===== config.mk =====
export PLATFORM = sky130hd
export DESIGN_NAME = fetch_sequencer
export DESIGN_NICKNAME = d
export VERILOG_FILES = /design/src/rtl/cpu6502_pkg.sv /design/src/rtl/fetch_sequencer_pc_unit.sv /design/src/rtl/fetch_sequencer.sv
export SDC_FILE = /design/constraint.sdc
export NUM_CORES = 1
export LEC_CHECK = 0
export CELL_PAD_IN_SITES_DETAIL_PLACEMENT = 1
export CELL_PAD_IN_SITES_GLOBAL_PLACEMENT = 1
export CORE_MARGIN = 2
export CORE_UTILIZATION = 31
export DETAILED_ROUTE_END_ITERATION = 6
export HOLD_SLACK_MARGIN = 0.08
export PLACE_DENSITY = 0.76
export SYNTH_ARGS = -nofsm -noshare
export SYNTH_HDL_FRONTEND = slang
export SYNTH_SLANG_ARGS = --single-unit

===== constraint.sdc =====
create_clock -name clk_ph2 -period 1.9 [get_ports clk_ph2]
set_input_delay 0.285 -clock clk_ph2 [delete_from_list [all_inputs] [get_ports clk_ph2]]
set_output_delay 0.285 -clock clk_ph2 [all_outputs]
set_load 0.005 [all_outputs]

===== src/rtl/cpu6502_pkg.sv =====
// Shared definitions for the 6502-style core: sequencer states, vector
// addresses and opcode constants used by both the decoder and the sequencer.
package cpu6502_pkg;

    // Power-up sequencing: fetch the reset vector low byte, then the high byte, then run.
    typedef enum logic [1:0] {
        VEC_LO = 2'd0,
        VEC_HI = 2'd1,
        RUN    = 2'd2
    } seq_state_e;

    // Vector table (low byte addresses; high byte lives at the next address).
    localparam logic [15:0] NMI_VECTOR   = 16'hFFFA;
    localparam logic [15:0] RESET_VECTOR = 16'hFFFC;
    localparam logic [15:0] IRQ_VECTOR   = 16'hFFFE;

    // Opcodes shared with the instruction decoder.
    localparam logic [7:0] OP_BRK     = 8'h00;
    localparam logic [7:0] OP_JSR     = 8'h20;
    localparam logic [7:0] OP_RTI     = 8'h40;
    localparam logic [7:0] OP_JMP_ABS = 8'h4C;
    localparam logic [7:0] OP_RTS     = 8'h60;
    localparam logic [7:0] OP_JMP_IND = 8'h6C;
    localparam logic [7:0] OP_LDA_IMM = 8'hA9;
    localparam logic [7:0] OP_LDA_ABS = 8'hAD;
    localparam logic [7:0] OP_STA_ABS = 8'h8D;
    localparam logic [7:0] OP_NOP     = 8'hEA;

    // Address of the high byte of a vector whose low byte sits at vec.
    function automatic logic [15:0] vec_hi_addr(input logic [15:0] vec);
        return vec + 16'd1;
    endfunction

endpackage


===== src/rtl/fetch_sequencer_pc_unit.sv =====
// Program counter register with its increment logic and the PC-to-address-bus
// muxes (PCL onto ADL, PCH onto ADH). The vector bytes are loaded here during
// the power-up fetch; decoder-driven updates apply only once running.
module fetch_sequencer_pc_unit (
    input  logic        clk_ph2,
    input  logic        rst,
    input  logic        run_en_i,
    input  logic        vec_lo_ld_i,
    input  logic        vec_hi_ld_i,
    input  logic [7:0]  data_i,
    input  logic        inc_i,
    input  logic        pcl_en_i,
    input  logic        pch_en_i,
    input  logic        pcl_adl_i,
    input  logic        pch_adh_i,
    input  logic [7:0]  ext_adl_i,
    input  logic [7:0]  ext_adh_i,
    output logic [15:0] pc_o,
    output logic [7:0]  adl_o,
    output logic [7:0]  adh_o
);

    logic [15:0] pc_q;
    logic [15:0] pc_d;

    // Next PC: vector byte loads, full 16-bit increment, or low-byte-only increment.
    always_comb begin
        pc_d = pc_q;
        if (vec_lo_ld_i) begin
            pc_d[7:0] = data_i;
        end else if (vec_hi_ld_i) begin
            pc_d[15:8] = data_i;
        end else if (run_en_i && inc_i && pcl_en_i && pch_en_i) begin
            pc_d = pc_q + 16'd1;
        end else if (run_en_i && inc_i && pcl_en_i) begin
            pc_d[7:0] = pc_q[7:0] + 8'd1;
        end else begin
            pc_d = pc_q;
        end
    end

    // PC register with synchronous active-low reset.
    always_ff @(posedge clk_ph2) begin
        if (!rst) begin
            pc_q <= 16'h0000;
        end else begin
            pc_q <= pc_d;
        end
    end

    // Internal address buses: the PC source always uses the pre-increment value.
    always_comb begin
        adl_o = pcl_adl_i ? pc_q[7:0]  : ext_adl_i;
        adh_o = pch_adh_i ? pc_q[15:8] : ext_adh_i;
    end

    assign pc_o = pc_q;

endmodule


===== src/rtl/fetch_sequencer.sv =====
// Execution-side sequencer for the instruction decoder: runs the reset-vector
// fetch, then owns the cycle counter, instruction register, program counter
// and the registered address bus {ABH,ABL}.
module fetch_sequencer #(
    parameter logic [15:0] RESET_VECTOR = cpu6502_pkg::RESET_VECTOR,
    parameter int          CYCLE_W      = 3
) (
    input  logic               clk_ph2,
    input  logic               rst,
    input  logic               I_cycle,
    input  logic               R_cycle,
    input  logic               I_PC,
    input  logic               PCL_PCL,
    input  logic               PCH_PCH,
    input  logic               PCL_ADL,
    input  logic               PCH_ADH,
    input  logic               ADL_ABL,
    input  logic               ADH_ABH,
    input  logic [7:0]         ext_adl,
    input  logic [7:0]         ext_adh,
    input  logic [7:0]         data_in,
    output logic [CYCLE_W-1:0] cycle,
    output logic [7:0]         IR,
    output logic [15:0]        addr,
    output logic [15:0]        pc,
    output logic               run,
    output logic               seq_err
);

    import cpu6502_pkg::*;

    localparam logic [CYCLE_W-1:0] CYCLE_ZERO  = {CYCLE_W{1'b0}};
    localparam logic [CYCLE_W-1:0] CYCLE_ONE   = {{(CYCLE_W-1){1'b0}}, 1'b1};
    localparam logic [CYCLE_W-1:0] CYCLE_MAX   = {CYCLE_W{1'b1}};
    localparam logic [15:0]        VEC_HI_ADDR = vec_hi_addr(RESET_VECTOR);

    seq_state_e         state_q, state_d;
    logic [CYCLE_W-1:0] cycle_q, cycle_d;
    logic [7:0]         ir_q, ir_d;
    logic [15:0]        addr_q, addr_d;
    logic               run_q, run_d;
    logic               seq_err_q, seq_err_d;
    logic               first_q, first_d;   // high for the first RUN cycle only
    logic               vec_lo_ld_s;
    logic               vec_hi_ld_s;
    logic               run_en_s;
    logic [7:0]         adl_s;
    logic [7:0]         adh_s;

    assign run_en_s = (state_q == RUN);

    fetch_sequencer_pc_unit u_pc_unit (
        .clk_ph2     (clk_ph2),
        .rst         (rst),
        .run_en_i    (run_en_s),
        .vec_lo_ld_i (vec_lo_ld_s),
        .vec_hi_ld_i (vec_hi_ld_s),
        .data_i      (data_in),
        .inc_i       (I_PC),
        .pcl_en_i    (PCL_PCL),
        .pch_en_i    (PCH_PCH),
        .pcl_adl_i   (PCL_ADL),
        .pch_adh_i   (PCH_ADH),
        .ext_adl_i   (ext_adl),
        .ext_adh_i   (ext_adh),
        .pc_o        (pc),
        .adl_o       (adl_s),
        .adh_o       (adh_s)
    );

    // Next-state logic: vector fetch sequencing, then decoder-driven updates in RUN.
    always_comb begin
        state_d     = state_q;
        cycle_d     = cycle_q;
        ir_d        = ir_q;
        addr_d      = addr_q;
        run_d       = run_q;
        seq_err_d   = seq_err_q;
        first_d     = 1'b0;
        vec_lo_ld_s = 1'b0;
        vec_hi_ld_s = 1'b0;
        case (state_q)
            VEC_LO: begin
                // data_in carries the byte at RESET_VECTOR presented this cycle.
                vec_lo_ld_s = 1'b1;
                addr_d      = VEC_HI_ADDR;
                state_d     = VEC_HI;
            end
            VEC_HI: begin
                // Cycle 7 makes the decoder's default branch fetch the first opcode.
                vec_hi_ld_s = 1'b1;
                addr_d      = VEC_HI_ADDR;
                state_d     = RUN;
                run_d       = 1'b1;
                cycle_d     = CYCLE_MAX;
                first_d     = 1'b1;
            end
            RUN: begin
                if (R_cycle) begin
                    cycle_d = CYCLE_ZERO;
                end else if (I_cycle) begin
                    cycle_d = cycle_q + CYCLE_ONE;
                    // The entry value of all-ones is not an overflow on the first edge.
                    if ((cycle_q == CYCLE_MAX) && !first_q) begin
                        seq_err_d = 1'b1;
                    end else begin
                        seq_err_d = seq_err_q;
                    end
                end else begin
                    cycle_d = cycle_q;
                end

                if (cycle_q == CYCLE_ZERO) begin
                    ir_d = data_in;
                end else begin
                    ir_d = ir_q;
                end

                if (ADL_ABL) begin
                    addr_d[7:0] = adl_s;
                end else begin
                    addr_d[7:0] = addr_q[7:0];
                end

                if (ADH_ABH) begin
                    addr_d[15:8] = adh_s;
                end else begin
                    addr_d[15:8] = addr_q[15:8];
                end
            end
            default: begin
                state_d = VEC_LO;
                run_d   = 1'b0;
                addr_d  = RESET_VECTOR;
                cycle_d = CYCLE_ZERO;
            end
        endcase
    end

    // Sequencer state registers with synchronous active-low reset.
    always_ff @(posedge clk_ph2) begin
        if (!rst) begin
            state_q   <= VEC_LO;
            cycle_q   <= CYCLE_ZERO;
            ir_q      <= 8'h00;
            addr_q    <= RESET_VECTOR;
            run_q     <= 1'b0;
            seq_err_q <= 1'b0;
            first_q   <= 1'b0;
        end else begin
            state_q   <= state_d;
            cycle_q   <= cycle_d;
            ir_q      <= ir_d;
            addr_q    <= addr_d;
            run_q     <= run_d;
            seq_err_q <= seq_err_d;
            first_q   <= first_d;
        end
    end

    assign cycle   = cycle_q;
    assign IR      = ir_q;
    assign addr    = addr_q;
    assign run     = run_q;
    assign seq_err = seq_err_q;

endmodule


== Word level (Yosys, flattened, before mapping) ==
Index checks and enable logic that the tools add are counted.
Word-level totals
  bits in registers: 48
  input port bits: 35
  output and inout bits: 45
  word-level logic and storage cells: 56
Cells by class
  add/subtract/negate cells: 3
  eq/ne operators: 7
  mux-type cells: 17
  bitwise operators: 3
  reduce and logical (&&, ||, !) cells: 16
Operator list (count)
  $mux W8: 8
  $pmux W16 S2: 1
  $add A16 B1 Y16 const B: 1
  $mux W16: 1
  $pmux W3 S3: 1
  $add A8 B1 Y8 const B: 1
  $reduce_and A2 Y1: 4
  $mux W3: 2
  $pmux W2 S3: 1
  $logic_and A1 B1 Y1: 4
  $ne A2 B2 Y1 const B: 2
  $reduce_and A4 Y1: 1
  $reduce_or A2 Y1: 2
  $add A3 B1 Y3 const B: 1
  $eq A3 B3 Y1 const B: 1
  $logic_not A3 Y1: 1
  $ne A3 B3 Y1 const B: 1
  $not A1 Y1: 3
  $reduce_bool A3 Y1: 1
  $eq A2 B1 Y1 const B: 1
  $eq A2 B2 Y1 const B: 1
  $logic_not A2 Y1: 1
  $mux W1: 2
  $ne A2 B1 Y1 const B: 1
  3 further kinds: 3

== Depth between registers and ports, before layout ==
Gate-level depths: netlist of the first run.
  depth after elaboration: 7
  depth in mapped cells: 9

== Modules after synthesis ==
From an unflattened synthesis of the first run, not the netlist that was laid out.
Second synthesis, totals
  cell total of the unflattened synthesis: 296
  area, all modules: 2638.8 µm²
Modules (own cells, without submodules)
  fetch_sequencer: times used 1, cells each 150, area an instance 1423.9 µm², sequential area each 640.6 µm²
  fetch_sequencer_pc_unit: times used 1, cells each 146, area an instance 1214.9 µm², sequential area each 320.3 µm²

== Least setup slack after synthesis of the first run ==
No wires, ideal clock.
  kind: register to register
  from: register state_q[1]
  to: register addr_q[2], in the netlist addr[2]
  setup time: 132 ps
  arrival time: 1678 ps
  required time: 1768 ps
  slack: 90 ps
  cell stages (with the launch flop): 10
  cell sequence: dfxtp_1 -> buf_4 -> inv_1 -> ha_1 -> clkbuf_1 -> or3_1 -> clkbuf_1 -> buf_2 -> a21oi_1 -> o21ai_0
On the way
  longest elaborated chain between the ends: 3
Ends and longest elaborated chain
  start: declaration: line fetch_sequencer.sv:37  | seq_state_e state_q, state_d;
  start signal: assignment: line fetch_sequencer.sv:151  | state_q <= state_d;
  $eq A2 B1 Y1 or $logic_not A2 Y1 (tied branches): line fetch_sequencer.sv:82  | case (state_q)
  $reduce_or A2 Y1 (no line)
  $pmux W16 S2: line fetch_sequencer.sv:82
  end signal: assignment: line fetch_sequencer.sv:154  | addr_q <= addr_d;
  end: declaration: line fetch_sequencer.sv:40  | logic [15:0] addr_q, addr_d;
Parallel ways exist; a longest one is shown, timed or not.
A chain may end at the register's enable or synchronous reset.

== Worst setup path after layout of the first run ==
  from: register u_pc_unit.pc_q[6], in the netlist u_pc_unit.pc_o[6]
  to: register u_pc_unit.pc_q[13], in the netlist u_pc_unit.pc_o[13]
On the way
  longest elaborated chain between the ends: 3
Ends and longest elaborated chain
  start: declaration: line fetch_sequencer_pc_unit.sv:23  | logic [15:0] pc_q;
  start signal: assignment: line fetch_sequencer_pc_unit.sv:47  | pc_q <= pc_d;
  $add A16 B1 Y16: line fetch_sequencer_pc_unit.sv:34  | pc_d = pc_q + 16'd1;
  $mux W16: line fetch_sequencer_pc_unit.sv:33  | end else if (run_en_i && inc_i && pcl_en_i && pch_en_i) begin
  $mux W8: line fetch_sequencer_pc_unit.sv:31  | end else if (vec_hi_ld_i) begin
No other way between the ends. The select of a mux whose other input is x is not followed.

==> metrics.md, run 1 <==
| Metric | Value |
|---|---|
| Vias per inst | `between 5 and 6` |
| Synth Area per Inst | `8.11 µm²` |
| GPL Wtd Cong | `0.873` |
| Worst Path Required | `between 2000 and 2500 ps` |
| Final setup violation count | `0` |
| Clock share of power | `20.3%` |
| Vias after detailed routing | `2737` |
| Core Region | `8300 µm²` |
| Final Util | `44.7%` |
| CTS root buffer | `clkbuf_8` |
| CP startpoint kind | `flop` |
| Clk sinks | `48` |
| Final min period | `around 1800 ps` |
| Crit path cell chain | `nand4_1 > nor4_1 > mux2i_1 > a31oi_1` |
| Cell Rows | `33` |
| Max Cap Viol | `0` |
| Part of the cycle the worst path needs | `92.9%` |
| Post-route total power | `2.89 mW` |
| Power Density | `781 nW/µm²` |
| Synth Warn # | `0` |
| Most frequent cells in the layout | `clkdlybuf4s50_1 (79), dfxtp_1 (48), nor2_1 (34)` |
| Top post-synthesis cells by area | `dfxtp_1 (36%), mux2i_1 (12%), nor2_1 (4.9%), o21ai_0 (4.5%), nand2_1 (4.2%)` |
| Hold path start | `run` |
| R2r worst-path depth | `4` |
| Number of buffers created by CTS | `5` |
| Switching Share | `33.4%` |
| Seq/Total Area, Yosys | `36.0%` |
| Later-pin clock latency in the skew report | `300 ps` |
| CP startpoint | `u_pc_unit.pc_o[6]` |
| Yosys top cell by area | `dfxtp_1` |
| Die area | `9360 µm²` |
| Area grow syn2layout | `38.9%` |
| Vias in the first global route | `2733` |
| Cell Int Power | `1.93 mW` |
| Diodes inserted | `0` |
| First-pass GRT wire length | `13900 µm` |
| Status | `finished, final reports clean` |
| Total global-route track usage | `17.9%` |
| Syn nets | `roughly 370` |
| Initial antenna violation count | `0` |
| Ratio of cells with drive above 1 in the final layout | `8.07%` |
| Most common cell after layout, fill and taps aside | `clkdlybuf4s50_1` |
| Min-delay worst type | `reg2reg` |
| # IOs | `80` |
| Die H | `96.8 µm` |
| Most used DFF post-synth | `dfxtp_1` |
| Achievable clock frequency | `0.567 GHz` |
| Worst slew margin | `roughly two thirds` |
| 1st-pass router iterations | `4` |
| Cells after Synth | `329` |
| Worst vdd ir | `around 320 µV` |
| Unrepaired setup endpoints after global routing | `true` |
| Worst r2r src | `u_pc_unit.pc_o[6]` |
| Routed length per placed instance | `16.7 µm` |
| Total Routed Length | `between 8000 and 9000 µm` |
| Peak per-stage delay on the critical path | `around 540 ps` |
| CP max stage cell | `dfxtp_1` |
| Antenna Violating Nets Remaining | `0` |
| CTS tree | `done` |
| CTS max path bufs | `2` |
| P_leak | `1.41 nW` |
| FF-to-FF setup slack | `140 ps` |
| Fin. max-slew vios | `0` |
| Drt drc | `0` |
| Clk_skew | `9.82 ps` |
| Reg power frac | `44.0%` |
| Largest net degree at the start of global routing | `27` |
| Post-DP Area | `3610 µm²` |
| Worst Max-Slew Pin Slew | `495 ps` |
| Kind of end point of the critical path | `flop` |
| Sw Pwr | `0.967 mW` |
| Worst setup path end | `u_pc_unit.pc_o[13]` |
| Hpwl dp | `6470 µm` |
| Comb power frac | `a little over a third` |
| Async SR Flop Fraction | `0%` |
| WS Path Type | `reg2reg` |
| Cts hold-fix bufs | `0` |
| FF+latch count, synth | `48` |
| Global route overflow | `0` |
| Mapped Area | `2670 µm²` |
| EDFF count, synth | `0` |
| Top-area cell type share of the netlist area | `36.0%` |
| Fin. Hold Viols | `0` |
| Die X | `96.8 µm` |
| Final Cell Area | `about 3700 µm²` |
| Iter 0 DRT Violations | `130` |
| Crit Path Max Fanout | `8` |
| Fin nets | `452` |
| Number of I/O port buffers | `79` |
| H-tree depth | `2` |
| Yosys cell types | `47` |
| WP data arrival | `1950 ps` |
| R2r endpoint | `u_pc_unit.pc_o[13]` |
| Starting density of the core | `32.1%` |
| Worst-path clk slew | `about 90 ps` |
[cells by family after synthesis]
kind of cell,count (synthesis),share of synthesized area (%)
AO/OA/AOI/OAI,85,20.0
adder cells (fa/ha/maj),8,3.75
buffers and inverters,38,6.38
flip-flops,48,36.0
multiplexers,32,12.1
AND/OR/NAND/NOR,118,21.8
[power by group through the flow]
stage                     Combinational, mW  Clock, mW  Sequential [mW]
after detailed placement               1.02          0             1.30
after global placement                0.993          0             1.29
after CTS                              1.03      0.611             1.27
final                                  1.03      0.587             1.27
after floorplan                       0.525          0             1.26
after global routing                   1.13      0.654             1.30
[worst max-delay path, delay by kind of cell, from the launching register on]
| family | cells | cell delay [ps] |
|---|---|---|
| compound gates | 1 | 90 |
| mux | 1 | 250 |
| simple gates | 2 | 770 |
| flops | 1 | 540 |
[area by class of cell]
type,instances,area [µm²]
fillers,1016,4590
multi-input cells,243,1550
flip-flops and latches,48,961
repair buffers,99,945
well taps,105,131
clock buffers,6,72.6
inverters,12,45.0
clock inverters,1,5.00
[synth_stat cells, drive strengths merged (4+ instances only)]
cell type	n
a21oi	22
nand4	7
nand2	30
a32oi	4
dfxtp	48
o21ai	24
buf	9
nand2b	4
nor3	9
nand3	9
clkbuf	17
mux2i	31
a211oi	4
ha	8
and2	6
inv	12
nor4	4
nor2	35
a22oi	5
a31oi	6
[metal layers]
metal  GRT usage, %  part of all wire [%]  vias up
met5              0                     0        -
li1               -                     -     1338
met3           3.32                   4.5        7
met4           2.38                  0.62        0
met2           29.7                    47       81
met1           24.9                    48     1311
[registers in the layout, indices dropped and copies added (netlist names)]
| name | count |
|---|---|
| addr | 16 |
| u_pc_unit.pc_o | 16 |
| IR | 8 |
| cycle | 3 |
| state_q | 2 |
| first_q | 1 |
| run | 1 |
| seq_err | 1 |
[worst min-delay path by stage]
stage	cells past startpoint	end	slack, ps
after floorplan	2	u_pc_unit.pc_o[10]	420
after global placement	2	seq_err	460
after detailed placement	2	run	470
after CTS	2	run	480
after global routing	2	run	510
final	2	run	480
[metrics by stage]
step	instances	worst slack, ps	hold slack [ps]	TNS [ps]
CTS	514	42.6	484	0
global route	514	-56.9	508	-89.2
finish	514	135	481	0
detailed placement	507	-40.0	470	-61.7
floorplan	329	89.6	423	0
global placement	507	62.9	456	0
[repair_timing]
item                                    4_1_cts  5_1_grt
endpoints found under the hold margin         0        0
buffers inserted                              0        0
endpoints found under the setup margin        0       23
gates resized for setup                       0        5
Power figures use the tool's default switching activity.
==> inputs of run 2 (changes only) <==
Settings changed: CAP_MARGIN set to 20.
==> results of run 2 <==
No change in the layout: final DEF, timing and power equal those of run 1.
